[src/rtl/vm_balance_ledger.sv]
// vm_balance_ledger: running balance for the vending machine return/timeout path.
// Accepts coin and item-select pulses, debits return_total, and reports the
// balance plus one-cycle input/output activity totals.
// Optional build macro: BALANCE_CAP_EN (refuse coin sets that would exceed BALANCE_CAP).
module vm_balance_ledger #(
    parameter int unsigned                 NUM_COINS   = 3,
    parameter int unsigned                 NUM_ITEMS   = 4,
    parameter int unsigned                 TOTAL_BITS  = 31,
    parameter logic [NUM_COINS*32-1:0]     COIN_VALUES = {32'd1000, 32'd500, 32'd100},
    parameter logic [NUM_ITEMS*32-1:0]     ITEM_PRICES = {32'd2000, 32'd1000, 32'd500, 32'd400},
    parameter logic [TOTAL_BITS-1:0]       BALANCE_CAP = 31'd5000
) (
    input  logic                  clk,
    input  logic                  reset_n,
    input  logic [NUM_COINS-1:0]  i_input_coin,
    input  logic [NUM_ITEMS-1:0]  i_select_item,
    input  logic [TOTAL_BITS-1:0] return_total,
    output logic [TOTAL_BITS-1:0] current_total,
    output logic [TOTAL_BITS-1:0] input_total,
    output logic [TOTAL_BITS-1:0] output_total,
    output logic [NUM_ITEMS-1:0]  o_output_item,
    output logic [NUM_ITEMS-1:0]  o_available_item,
    output logic [NUM_COINS-1:0]  o_reject_coin,
    output logic                  o_error
);

    localparam int unsigned CALC_BITS = TOTAL_BITS + 2;

    typedef enum logic [1:0] {
        ST_IDLE      = 2'd0,
        ST_CREDIT    = 2'd1,
        ST_RETURNING = 2'd2
    } state_e;

    state_e                 state_q, state_d;
    logic [TOTAL_BITS-1:0]  current_total_q, current_total_d;
    logic [TOTAL_BITS-1:0]  input_total_q, input_total_d;
    logic [TOTAL_BITS-1:0]  output_total_q, output_total_d;
    logic [NUM_ITEMS-1:0]   output_item_q, output_item_d;
    logic [NUM_COINS-1:0]   reject_coin_q, reject_coin_d;
    logic                   error_q, error_d;

    logic [TOTAL_BITS-1:0]  coin_raw;
    logic [TOTAL_BITS-1:0]  coin_sum;
    logic [TOTAL_BITS-1:0]  item_price;
    logic                   item_hit;
    logic signed [CALC_BITS-1:0] next_sum;
    logic                   negative;
    logic                   unused_carry;
`ifdef BALANCE_CAP_EN
    logic signed [CALC_BITS-1:0] pre_cap;
`else
    logic                   unused_cap;
    assign unused_cap = ^BALANCE_CAP;
`endif

    assign unused_carry = next_sum[TOTAL_BITS];

    // Affordability flags from the registered balance; nothing is offered while returning.
    always_comb begin
        o_available_item = '0;
        for (int i = 0; i < NUM_ITEMS; i++) begin
            o_available_item[i] = (state_q != ST_RETURNING) &&
                                  (ITEM_PRICES[i*32 +: TOTAL_BITS] <= current_total_q);
        end
    end

    // Ledger update: coin acceptance, item arbitration, balance arithmetic and next state.
    always_comb begin
        coin_raw        = '0;
        coin_sum        = '0;
        item_price      = '0;
        item_hit        = 1'b0;
        output_item_d   = '0;
        reject_coin_d   = '0;
        state_d         = state_q;
`ifdef BALANCE_CAP_EN
        pre_cap         = '0;
`endif

        for (int i = 0; i < NUM_COINS; i++) begin
            if (i_input_coin[i]) begin
                coin_raw = coin_raw + COIN_VALUES[i*32 +: TOTAL_BITS];
            end
        end

        // Lowest affordable selected slot wins; priced against the pre-update balance.
        if (state_q == ST_CREDIT) begin
            for (int i = 0; i < NUM_ITEMS; i++) begin
                if (!item_hit && i_select_item[i] &&
                    (ITEM_PRICES[i*32 +: TOTAL_BITS] <= current_total_q)) begin
                    item_hit         = 1'b1;
                    item_price       = ITEM_PRICES[i*32 +: TOTAL_BITS];
                    output_item_d[i] = 1'b1;
                end
            end
        end

        if (state_q == ST_RETURNING) begin
            reject_coin_d = i_input_coin;
        end else begin
`ifdef BALANCE_CAP_EN
            pre_cap = $signed({2'b00, current_total_q}) + $signed({2'b00, coin_raw})
                    - $signed({2'b00, item_price});
            if (pre_cap > $signed({2'b00, BALANCE_CAP})) begin
                reject_coin_d = i_input_coin;
            end else begin
                coin_sum = coin_raw;
            end
`else
            coin_sum = coin_raw;
`endif
        end

        next_sum = $signed({2'b00, current_total_q}) + $signed({2'b00, coin_sum})
                 - $signed({2'b00, item_price}) - $signed({2'b00, return_total});
        negative = next_sum[CALC_BITS-1];

        current_total_d = negative ? '0 : next_sum[TOTAL_BITS-1:0];
        input_total_d   = coin_sum;
        output_total_d  = item_price;
        error_d         = error_q | negative;

        case (state_q)
            ST_IDLE: begin
                if (coin_sum != '0) state_d = ST_CREDIT;
            end
            ST_CREDIT: begin
                if (return_total != '0)          state_d = ST_RETURNING;
                else if (current_total_d == '0)  state_d = ST_IDLE;
            end
            ST_RETURNING: begin
                state_d = (current_total_q == '0) ? ST_IDLE : ST_CREDIT;
            end
            default: state_d = ST_IDLE;
        endcase
    end

    // State and output registers; reset discards the balance without a return.
    always_ff @(posedge clk or negedge reset_n) begin
        if (!reset_n) begin
            state_q         <= ST_IDLE;
            current_total_q <= '0;
            input_total_q   <= '0;
            output_total_q  <= '0;
            output_item_q   <= '0;
            reject_coin_q   <= '0;
            error_q         <= 1'b0;
        end else begin
            state_q         <= state_d;
            current_total_q <= current_total_d;
            input_total_q   <= input_total_d;
            output_total_q  <= output_total_d;
            output_item_q   <= output_item_d;
            reject_coin_q   <= reject_coin_d;
            error_q         <= error_d;
        end
    end

    assign current_total = current_total_q;
    assign input_total   = input_total_q;
    assign output_total  = output_total_q;
    assign o_output_item = output_item_q;
    assign o_reject_coin = reject_coin_q;
    assign o_error       = error_q;

endmodule

[config.mk]
export PLATFORM = sky130hd
export DESIGN_NAME = vm_balance_ledger
export DESIGN_NICKNAME = d
export VERILOG_FILES = /design/src/rtl/vm_balance_ledger.sv
export SDC_FILE = /design/constraint.sdc
export NUM_CORES = 1
export LEC_CHECK = 0
export ABC_CLOCK_PERIOD_IN_PS = 7300
export BUFFER_PORTS_ARGS = -buffer_cell sky130_fd_sc_hd__buf_2
export CORE_MARGIN = 10
export CORE_UTILIZATION = 55
export DETAILED_ROUTE_END_ITERATION = 12
export MAX_ROUTING_LAYER = met4
export PLACE_DENSITY = 0.89
export SYNTH_ARGS = -nofsm -noshare
export SYNTH_HDL_FRONTEND = slang
export SYNTH_SLANG_ARGS = --single-unit
[constraint.sdc]
create_clock -name clk -period 7.3 [get_ports clk]
set_clock_uncertainty 0.05 [all_clocks]
set_input_delay 1.46 -clock clk [delete_from_list [all_inputs] [get_ports clk]]
set_output_delay 1.46 -clock clk [all_outputs]
set_load 0.005 [all_outputs]
==> flow_summary.json <==
{
  "outcome": "completed",
  "drtIter0Drc": 338,
  "path_cells": "nor4_1 > nand2_1 > nor4b_1 > o21a_1 > nand2b_1 > nand2_1 > or3_1 > o21ai_0 > fa_1 > fa_1 > inv_1 > ha_1 > o211ai_1 > o21ai_1 > a21oi_2 > a2111oi_0 > o31a_1 > o41ai_4 > buf_4 > buf_4 > nor2_1",
  "final_nets": 892,
  "hp-start": "o_error$_DFF_PN0_",
  "async_reset_ff_share_pct": 100,
  "setup_viol": 0,
  "n_antenna_cell": 0,
  "area_growth_pct": 9.37,
  "hold_class": "reg2reg",
  "synth_cell_types": 68,
  "clkSlewWorstSetupHoldPaths_ns": 0.11,
  "relSlewSlack_pct": 40.9,
  "route.detailed.drc": 0,
  "synth_top_area_share_pct": 24.5,
  "dpl.hpwl_um": 13000,
  "io_pins": 145,
  "crit_arrival_ns": 6.91,
  "antenna_found_initial": 0,
  "cp_max_fo": 17,
  "synth_top_area_cell": "dfrtp_1",
  "hold_depth": 1,
  "crit_type": "reg2reg",
  "clockBufferDepth": 2,
  "fp.coreArea_um2": 10200,
  "ctsHoldBuffers": 0,
  "initial_core_util_pct": 56.0,
  "r2r_end": "current_total[4]$_DFF_PN0_",
  "grt_max_degree": 57,
  "port_buffers": 100,
  "antenna_left": 0,
  "fin_crit_sh_pct": 92.6,
  "synth_ff_type": "dfrtp_1",
  "grt_first_pass_wirelength_um": 23300,
  "multi_input_area_um2": 3610,
  "cts_resized": 0,
  "rsz0062_at_grt": "false",
  "rrSetupSlack_ns": 0.54,
  "worst_pin_slew_ns": 0.875,
  "clkSinkCount": 56,
  "globalplace.congestion": 0.948,
  "end_kind": "register",
  "regToRegStartpoint": "current_total[12]$_DFF_PN0_",
  "synth_edf_count": 0,
  "yosys_warnings": 0,
  "grt-ovfl-total": 0,
  "hold_end": "o_error$_DFF_PN0_",
  "cp.required_ns": 7.45,
  "period_minus_slack_ns": 6.76,
  "cts_setup_buffers": 0,
  "routed_via_density": 5.49,
  "grt_use_total_pct": 19.8,
  "fin_setup_tns_ns": 0,
  "syn_inst": 667,
  "final_max_slew_viol_count": 0,
  "num_vias": 4899,
  "wirelength_um": 15000,
  "num_rows": 37,
  "ys_seq_elements": 56,
  "cp_slowest_cell": "nor4b_1",
  "die_h_um": 122,
  "maxCapViolations": 0,
  "die-area_um2": 14900,
  "first_pass_iters": 7,
  "htree_levels": 2,
  "cts_tree": "built",
  "die_w_um": 122,
  "nFillCells": 912,
  "cts_root_buf": "clkbuf_8",
  "drive_gt1_share_pct": 17.2,
  "synthTopCellsByArea": "dfrtp_1 (24%), ha_1 (17%), inv_1 (7.9%)",
  "grt_pass1_vias": 4643,
  "max_freq_ghz": 0.148,
  "cts_made_buffers": 5,
  "finalHoldViolCount": 0,
  "seq_area_um2": 1400,
  "ys_seq_area_share_pct": 24.5,
  "drt-wirelength-per-cell_um": 16.8,
  "cp-start-kind": "register",
  "critPathTopFamily": "compound AO/OA/AOI/OAI gates",
  "path_buf_inv": 3,
  "synth.avg_cell_area_um2": 8.59,
  "synth_area_um2": 5730,
  "reg2regPathDepth": 21,
  "clk_latency_ns": 0.32,
  "slowest_delay_ns": 0.63
}
-- Yosys cell counts, types with 5 or more instances --
| cell | number |
|---|---|
| buf_4 | 47 |
| nand4_1 | 9 |
| buf_2 | 7 |
| nand2_1 | 36 |
| nand3_1 | 7 |
| dfrtp_1 | 56 |
| a211oi_1 | 6 |
| inv_1 | 120 |
| nand2b_1 | 7 |
| fa_1 | 19 |
| a21o_1 | 10 |
| nor4_1 | 17 |
| xor2_1 | 8 |
| a21oi_1 | 24 |
| nor3_1 | 13 |
| o211ai_1 | 8 |
| nor2_1 | 49 |
| clkbuf_1 | 10 |
| xnor2_1 | 15 |
| or3_1 | 8 |
| o21a_1 | 8 |
| nor2b_1 | 10 |
| and3_1 | 5 |
| o21ai_0 | 21 |
| ha_1 | 77 |
| and2_1 | 5 |
-- final cells by class --
class	instances	area share, %
Multi-Input combinational cell	470	57.7
Sequential cell	56	22.4
Clock inverter	2	0.559
Timing Repair Buffer	103	8.35
Inverter	120	7.19
Clock buffer	6	1.16
Tap cell	136	2.72
-- registers in the layout, indices dropped and copies added, names as in the netlist --
| register | flops |
|---|---|
| o_output_item | 4 |
| state_q | 2 |
| o_error | 1 |
| current_total | 31 |
| output_total | 7 |
| o_reject_coin | 3 |
| input_total | 8 |
-- how the worst max path moves through the flow --
stage,from,endpoint,slack [ns],cells past startpoint
2_1_floorplan,current_total[27]$_DFF_PN0_,state_q[0]$_DFFE_PN0P_,1.78,22
3_3_place_gp,current_total[22]$_DFF_PN0_,current_total[4]$_DFF_PN0_,0.91,21
3_5_place_dp,current_total[22]$_DFF_PN0_,current_total[6]$_DFF_PN0_,0.69,21
4_1_cts,current_total[22]$_DFF_PN0_,current_total[4]$_DFF_PN0_,0.66,21
5_1_grt,current_total[12]$_DFF_PN0_,current_total[4]$_DFF_PN0_,0.07,21
6_report,current_total[12]$_DFF_PN0_,current_total[4]$_DFF_PN0_,0.54,21
-- stage by stage --
step	hold WS [ns]	std cells	instance area [µm²]	setup slack (ns)	utilization [%]
final	0.425	893	6260	0.539	61.2
after global routing	0.445	893	6260	0.0664	61.2
after CTS	0.428	893	6260	0.655	61.2
after detailed placement	0.407	885	6160	0.688	60.2
after global placement	0.416	885	6160	0.914	60.2
after floorplan	0.415	710	5890	1.78	-
-- layout by cell type (no fill, tap or decap), drive strengths merged, types with 15 or more instances in the layout --
| cell type | count |
|---|---|
| ha | 77 |
| nor2 | 49 |
| dfrtp | 56 |
| nor4 | 18 |
| a21oi | 26 |
| conb | 44 |
| buf | 103 |
| fa | 19 |
| nand2 | 36 |
| o21ai | 24 |
| inv | 120 |
| xnor2 | 15 |
-- per-layer routing --
layer	vias to the layer above	track usage [%]	wire, µm
met5	-	-	0
met4	0	6.26	418
met3	33	4.12	1110
met2	195	33.4	7400
met1	2310	23.2	6110
li1	2361	-	-
-- cell families after synthesis --
kind of cell	count (synthesis)	synth area share, %
compound gates	119	15.6
xor+xnor	23	3.52
fa+ha+maj	96	23.5
buf+inv	184	15.3
flops	56	24.5
mux	5	0.918
other cells	1	0.0655
simple gates	183	16.7
Power is not shown: default switching activity piles up to over one toggle a cycle in this logic, so the estimate is an artifact.
